$ cat config.mk
export PLATFORM = sky130hd
export DESIGN_NAME = writeback_queue
export DESIGN_NICKNAME = d
export VERILOG_FILES = /design/src/rtl/wb_pkg.sv /design/src/rtl/wb_fifo.sv /design/src/rtl/writeback_queue.sv
export SDC_FILE = /design/constraint.sdc
export NUM_CORES = 1
export LEC_CHECK = 0
export ABC_AREA = 1
export BUFFER_PORTS_ARGS = -buffer_cell sky130_fd_sc_hd__buf_4
export CAP_MARGIN = 20
export CORE_UTILIZATION = 25
export CTS_BUF_LIST = sky130_fd_sc_hd__clkbuf_8
export CTS_CLUSTER_SIZE = 8
export DETAILED_ROUTE_END_ITERATION = 8
export PLACE_DENSITY_LB_ADDON = 0.08
export SYNTH_ARGS = -nofsm -noshare
export SYNTH_HDL_FRONTEND = slang
export SYNTH_SLANG_ARGS = --single-unit
$ cat constraint.sdc
create_clock -name clock -period 1.4 [get_ports clock]
set_input_delay 0.21 -clock clock [delete_from_list [all_inputs] [get_ports clock]]
set_output_delay 0.21 -clock clock [all_outputs]
set_load 0.01 [all_outputs]
$ cat src/rtl/wb_pkg.sv
// Shared types and constants for the write-back queue.
// Optional feature macro used by the top: WB_BYPASS_EN (read-bypass lookup).
package wb_pkg;

    localparam int unsigned DATA_W = 8;
    localparam int unsigned ADDR_W = 2;
    localparam logic [ADDR_W-1:0] ZERO_REG = '0;

    typedef struct packed {
        logic [ADDR_W-1:0] regidx;
        logic [DATA_W-1:0] data;
    } wb_entry_t;

    typedef enum logic [1:0] {
        ST_EMPTY  = 2'd0,
        ST_ACTIVE = 2'd1,
        ST_STALL  = 2'd2
    } wb_state_t;

endpackage

$ cat src/rtl/wb_fifo.sv
// Circular buffer of pending register writes. The head entry (rd pointer) is the
// one currently presented to the bank; per-entry valid bits support bypass scans.
module wb_fifo
    import wb_pkg::*;
#(
    parameter int unsigned DEPTH = 4,
    localparam int unsigned PW = $clog2(DEPTH)
) (
    input  logic                  clk,
    input  logic                  rst_n,
    input  logic                  i_flush,
    input  logic                  i_enq,
    input  wb_entry_t             i_entry,
    input  logic                  i_deq,
    output wb_entry_t [DEPTH-1:0] o_mem,
    output logic      [DEPTH-1:0] o_valid,
    output logic      [PW-1:0]    o_rd_ptr,
    output logic      [PW:0]      o_count,
    output wb_entry_t             o_second
);

    wb_entry_t [DEPTH-1:0] r_mem;
    logic      [DEPTH-1:0] r_valid;
    logic      [PW-1:0]    r_rd_ptr;
    logic      [PW-1:0]    r_wr_ptr;
    logic      [PW:0]      r_count;

    // Storage, pointers and occupancy; flush empties the buffer outright.
    always_ff @(posedge clk or negedge rst_n) begin
        if (!rst_n) begin
            r_mem    <= '0;
            r_valid  <= '0;
            r_rd_ptr <= '0;
            r_wr_ptr <= '0;
            r_count  <= '0;
        end else if (i_flush) begin
            r_valid  <= '0;
            r_rd_ptr <= '0;
            r_wr_ptr <= '0;
            r_count  <= '0;
        end else begin
            if (i_enq) begin
                r_mem[r_wr_ptr]   <= i_entry;
                r_valid[r_wr_ptr] <= 1'b1;
                r_wr_ptr          <= r_wr_ptr + PW'(1);
            end
            if (i_deq) begin
                r_valid[r_rd_ptr] <= 1'b0;
                r_rd_ptr          <= r_rd_ptr + PW'(1);
            end
            case ({i_enq, i_deq})
                2'b10:   r_count <= r_count + (PW+1)'(1);
                2'b01:   r_count <= r_count - (PW+1)'(1);
                default: r_count <= r_count;
            endcase
        end
    end

    assign o_mem    = r_mem;
    assign o_valid  = r_valid;
    assign o_rd_ptr = r_rd_ptr;
    assign o_count  = r_count;
    assign o_second = r_mem[r_rd_ptr + PW'(1)];

endmodule

$ cat src/rtl/writeback_queue.sv
// Write-back queue: buffers results and drives the register bank write port one
// write per cycle, absorbing bank stalls and discarding writes to r0.
// Build option: define WB_BYPASS_EN to enable read-bypass lookup from queued entries.
module writeback_queue
    import wb_pkg::*;
#(
    parameter int unsigned DEPTH = 4,
    localparam int unsigned PW = $clog2(DEPTH)
) (
    input  logic              clock,
    input  logic              reset,
    input  logic              res_valid,
    output logic              res_ready,
    input  logic [ADDR_W-1:0] res_reg,
    input  logic [DATA_W-1:0] res_data,
    input  logic              flush,
    input  logic              wb_hold,
    output logic              wb_en,
    output logic [ADDR_W-1:0] wb_reg,
    output logic [DATA_W-1:0] wb_data,
    input  logic [ADDR_W-1:0] rd_reg1,
    input  logic [ADDR_W-1:0] rd_reg2,
    output logic              byp_hit1,
    output logic [DATA_W-1:0] byp_data1,
    output logic              byp_hit2,
    output logic [DATA_W-1:0] byp_data2,
    output logic [PW:0]       count
);

    localparam logic [PW:0] FULL = (PW+1)'(DEPTH);

    wb_state_t             r_state;
    logic                  r_wb_en;
    logic [ADDR_W-1:0]     r_wb_reg;
    logic [DATA_W-1:0]     r_wb_data;

    wb_entry_t [DEPTH-1:0] w_mem;
    logic      [DEPTH-1:0] w_valid;
    logic      [PW-1:0]    w_rd_ptr;
    logic      [PW:0]      w_count;
    wb_entry_t             w_second;
    wb_entry_t             w_in;
    logic                  w_enq;
    logic                  w_deq;
    logic      [PW:0]      w_next_count;

    assign res_ready = (w_count < FULL) && !flush;
    assign w_enq     = res_valid && res_ready && (res_reg != ZERO_REG);
    assign w_deq     = r_wb_en && !wb_hold;
    assign w_in      = '{regidx: res_reg, data: res_data};

    wb_fifo #(.DEPTH(DEPTH)) u_fifo (
        .clk      (clock),
        .rst_n    (reset),
        .i_flush  (flush),
        .i_enq    (w_enq),
        .i_entry  (w_in),
        .i_deq    (w_deq),
        .o_mem    (w_mem),
        .o_valid  (w_valid),
        .o_rd_ptr (w_rd_ptr),
        .o_count  (w_count),
        .o_second (w_second)
    );

    // Occupancy after this edge, used to decide what the output register shows next.
    always_comb begin
        w_next_count = w_count;
        if (flush) begin
            w_next_count = '0;
        end else begin
            case ({w_enq, w_deq})
                2'b10:   w_next_count = w_count + (PW+1)'(1);
                2'b01:   w_next_count = w_count - (PW+1)'(1);
                default: w_next_count = w_count;
            endcase
        end
    end

    // FSM plus registered write port: the port always mirrors the buffer head, so it
    // loads the entry behind the head on a taken write, or the incoming result when
    // that result becomes the only entry.
    always_ff @(posedge clock or negedge reset) begin
        if (!reset) begin
            r_state   <= ST_EMPTY;
            r_wb_en   <= 1'b0;
            r_wb_reg  <= '0;
            r_wb_data <= '0;
        end else if (w_next_count == '0) begin
            r_state <= ST_EMPTY;
            r_wb_en <= 1'b0;
        end else begin
            r_wb_en <= 1'b1;
            r_state <= (wb_hold && r_state != ST_EMPTY) ? ST_STALL : ST_ACTIVE;
            if (w_deq) begin
                if (w_count > (PW+1)'(1)) begin
                    r_wb_reg  <= w_second.regidx;
                    r_wb_data <= w_second.data;
                end else begin
                    r_wb_reg  <= res_reg;
                    r_wb_data <= res_data;
                end
            end else if (w_count == '0) begin
                r_wb_reg  <= res_reg;
                r_wb_data <= res_data;
            end
        end
    end

    assign wb_en   = r_wb_en;
    assign wb_reg  = r_wb_reg;
    assign wb_data = r_wb_data;
    assign count   = w_count;

`ifdef WB_BYPASS_EN
    // Bypass scan from oldest to youngest so the youngest matching entry wins.
    always_comb begin
        logic [PW-1:0] v_idx;
        v_idx     = '0;
        byp_hit1  = 1'b0;
        byp_data1 = '0;
        byp_hit2  = 1'b0;
        byp_data2 = '0;
        for (int unsigned k = 0; k < DEPTH; k++) begin
            v_idx = w_rd_ptr + PW'(k);
            if (w_valid[v_idx] && rd_reg1 != ZERO_REG && w_mem[v_idx].regidx == rd_reg1) begin
                byp_hit1  = 1'b1;
                byp_data1 = w_mem[v_idx].data;
            end
            if (w_valid[v_idx] && rd_reg2 != ZERO_REG && w_mem[v_idx].regidx == rd_reg2) begin
                byp_hit2  = 1'b1;
                byp_data2 = w_mem[v_idx].data;
            end
        end
    end
`else
    logic w_unused;
    assign w_unused  = ^{w_mem, w_valid, w_rd_ptr, rd_reg1, rd_reg2};
    assign byp_hit1  = 1'b0;
    assign byp_data1 = '0;
    assign byp_hit2  = 1'b0;
    assign byp_data2 = '0;
`endif

endmodule
==> run summary <==
Largest register FFs: 40
Worst path max stage delay: 0.42 ns
CP endpoint kind: flip-flop
Wirelength per Cell: 16.3 um
FMAX: 0.615 GHz
Netlist Area Pre-Place: 0.00300 sq mm
Cell variety after synth: 27
num rows: 39
drt pass-1 iters: 6
Max FO, Critical Path: 6
Multi-input gate area: 0.00152 sq mm
Final TNS setup: -7.62 ns
Power, Total: 7.72 mW
Hold Crit Class: primary input to flip-flop
core box area: 0.0116 sq mm
Power Density: 1770 mW/mm^2
CP cell instances: inv_4 -> ha_4 -> inv_2 -> nand2_2 -> nand2_2 -> nand3_2 -> nand2_2 -> nor2_2 -> nand2_2 -> nand3_4 -> buf_6 -> nand3_2 -> nand2_1
RR Startpoint: u_fifo.o_count[0]
Die Ht: 112 um
Sink Count: 58
worst setup margin: -0.227 ns
initial antenna violation count: 0
Area Overhead vs Synth: 45.8%
Fin. Hold Viols: 0
Mapped Cells: 347
Antenna diodes: 0
dominant cells by area after synthesis: dfrtp_1, nand2_1, o21ai_0, buf_4, ha_1
die area: 0.0124 sq mm
Worst Clk Skew: 0.00693 ns
CP Class: flip-flop to flip-flop
largest net degree at the start of global routing: 28
failing checks: DRC, setup timing
Min Clock Period, post-route: 1.63 ns
Port Buf Inserts: 29
status: finished with violations
via count: 2,596
WP data arrival: 1.87 ns
first-pass GRT wire length: 13,300 um
area leader, netlist: dfrtp_1
GRT overflow: 0
most frequent cells in the layout: nand2_1, buf_4, dfrtp_1, o21ai_1, o21ai_0
peak supply drop: 0.629 mV
RSZ-0062 raised after global routing: yes
setup violators final: 55
Slew Limit Fails: 0
# nets final: 456
DP HPWL: 5470 um
Avg Synthesized Cell Area: 8.65 sq um
sequential element share of the synthesized area: 48.4%
drc violations: 4
initial DRC count: 103
CTS Buf Count: 9
Worst-path clk slew: 0.06 ns
gr usage total: 14.2%
Final Cycle Share: 116%
Clk Latency, worst-skew pair: 0.35 ns
Critical Path RT: 1.64 ns
I/O pin count: 52
Placer Congestion: 0.721
Place WS: -0.310 ns
vias per inst: 4.51
Filler Cells Inserted: 1,166
Placed Instance Area: 0.00363 sq mm
Yosys top cell area share: 48.4%
fraction of layout cells with a size suffix above 1: 40.2%
Critical Path Source: u_fifo.o_count[0]
Crit-path slowest cell: dfrtp_2
FF+latch count, synth: 58
CP most frequent cell: nand2_2
Max Cap Viol: 0
fin util: 37.8%
Starting Density: 25.9%
FF+latch area: 0.00146 sq mm
Leakage: 2.18 nW
die span in x: 112 um
synth warn: 0
Hold Crit Start: flush
CTS HTree Levels: 3
final WL: 9380 um
CTS tree: yes
post-route ant nets: 0
CP startpoint kind: flip-flop
vias in the first global route: 2,520
most common cell after layout, fill and taps aside: nand2_1
post-route cell area: 0.00437 sq mm
CTS Buffer Depth: 2
Root Buffer: clkbuf_8
-- cells by family after synthesis --
group,count (synthesis),synth area share (%)
and+or+nand+nor,141,22.9
xor gates and xnor gates,1,0.292
buffers and inverters,61,10.3
adders and majority gates,8,3.34
DFF,58,48.4
other,1,0.125
AOI/OAI and AO/OA,77,14.6
-- cells in the mapped netlist (all sizes together) --
cell type	count
or2	10
nor2	10
o21ai	53
buf	22
o211ai	10
dfrtp	58
xor2	1
clkbuf	13
inv	26
nand2	103
a22oi	10
a211oi	1
conb	1
nand4	1
ha	8
nand3	17
a21oi	3
-- routing by layer --
| layer | GRT usage [%] | vias to the layer above | wire length [um] |
|---|---|---|---|
| li1 | - | 1271 | - |
| met1 | 17.9 | 1263 | 4340 |
| met2 | 23.4 | 52 | 4500 |
| met3 | 3.97 | 10 | 434 |
| met4 | 4.86 | 0 | 107 |
| met5 | 0 | - | 0 |
-- repair_timing --
item	in CTS	in global routing
endpoints found under the hold margin	25	0
cloned	2	11
setup buffers	4	4
resized for setup	36	58
hold buffers	1	0
setup endpoints to repair	51	54
pin swaps	10	20
-- worst max-delay path: cells and delay by family, from the launching register on --
family / cells / cell delay (ns)
AND/OR/NAND/NOR: 9 / 0.63
flip-flops: 1 / 0.42
buffers and inverters: 3 / 0.30
adder cells (fa/ha/maj): 1 / 0.16
-- final cells by class --
class / count / share of cell area, %
well taps: 143 / 4.09
multi-input cells: 246 / 34.7
clock buffers: 10 / 3.15
repair buffers: 88 / 21.1
clock inverters: 5 / 1.09
inverters: 26 / 2.57
flip-flops and latches: 58 / 33.3
-- report_power, final --
part | total (mW) | internal (mW) | switching (mW)
clock | 1.53 | 0.841 | 0.688
combinational | 3.52 | 1.67 | 1.85
sequential | 2.67 | 2.29 | 0.383
total | 7.72 | 4.80 | 2.93
-- path summary, 6_finish.rpt --
path / cells past startpoint / end / slack (ns)
min reg2reg: 2 / u_fifo.o_mem[37] / 0.48
max in group asynchronous: 3 / wb_en / 0.56
min: 3 / u_fifo.r_wr_ptr[1] / 0.14
max reg2reg: 13 / wb_data[7] / -0.23
max: 13 / wb_data[7] / -0.23
min in group asynchronous: 2 / u_fifo.o_mem[32] / 0.33
-- through the flow --
stage                     std cells  hold slack, ns
final                           576           0.142
after global routing            576           0.126
after detailed placement        540           0.173
after global placement          540           0.166
after CTS                       561           0.122
after floorplan                 364         -0.0856
Note: power is estimated with default switching activity, not from simulation.
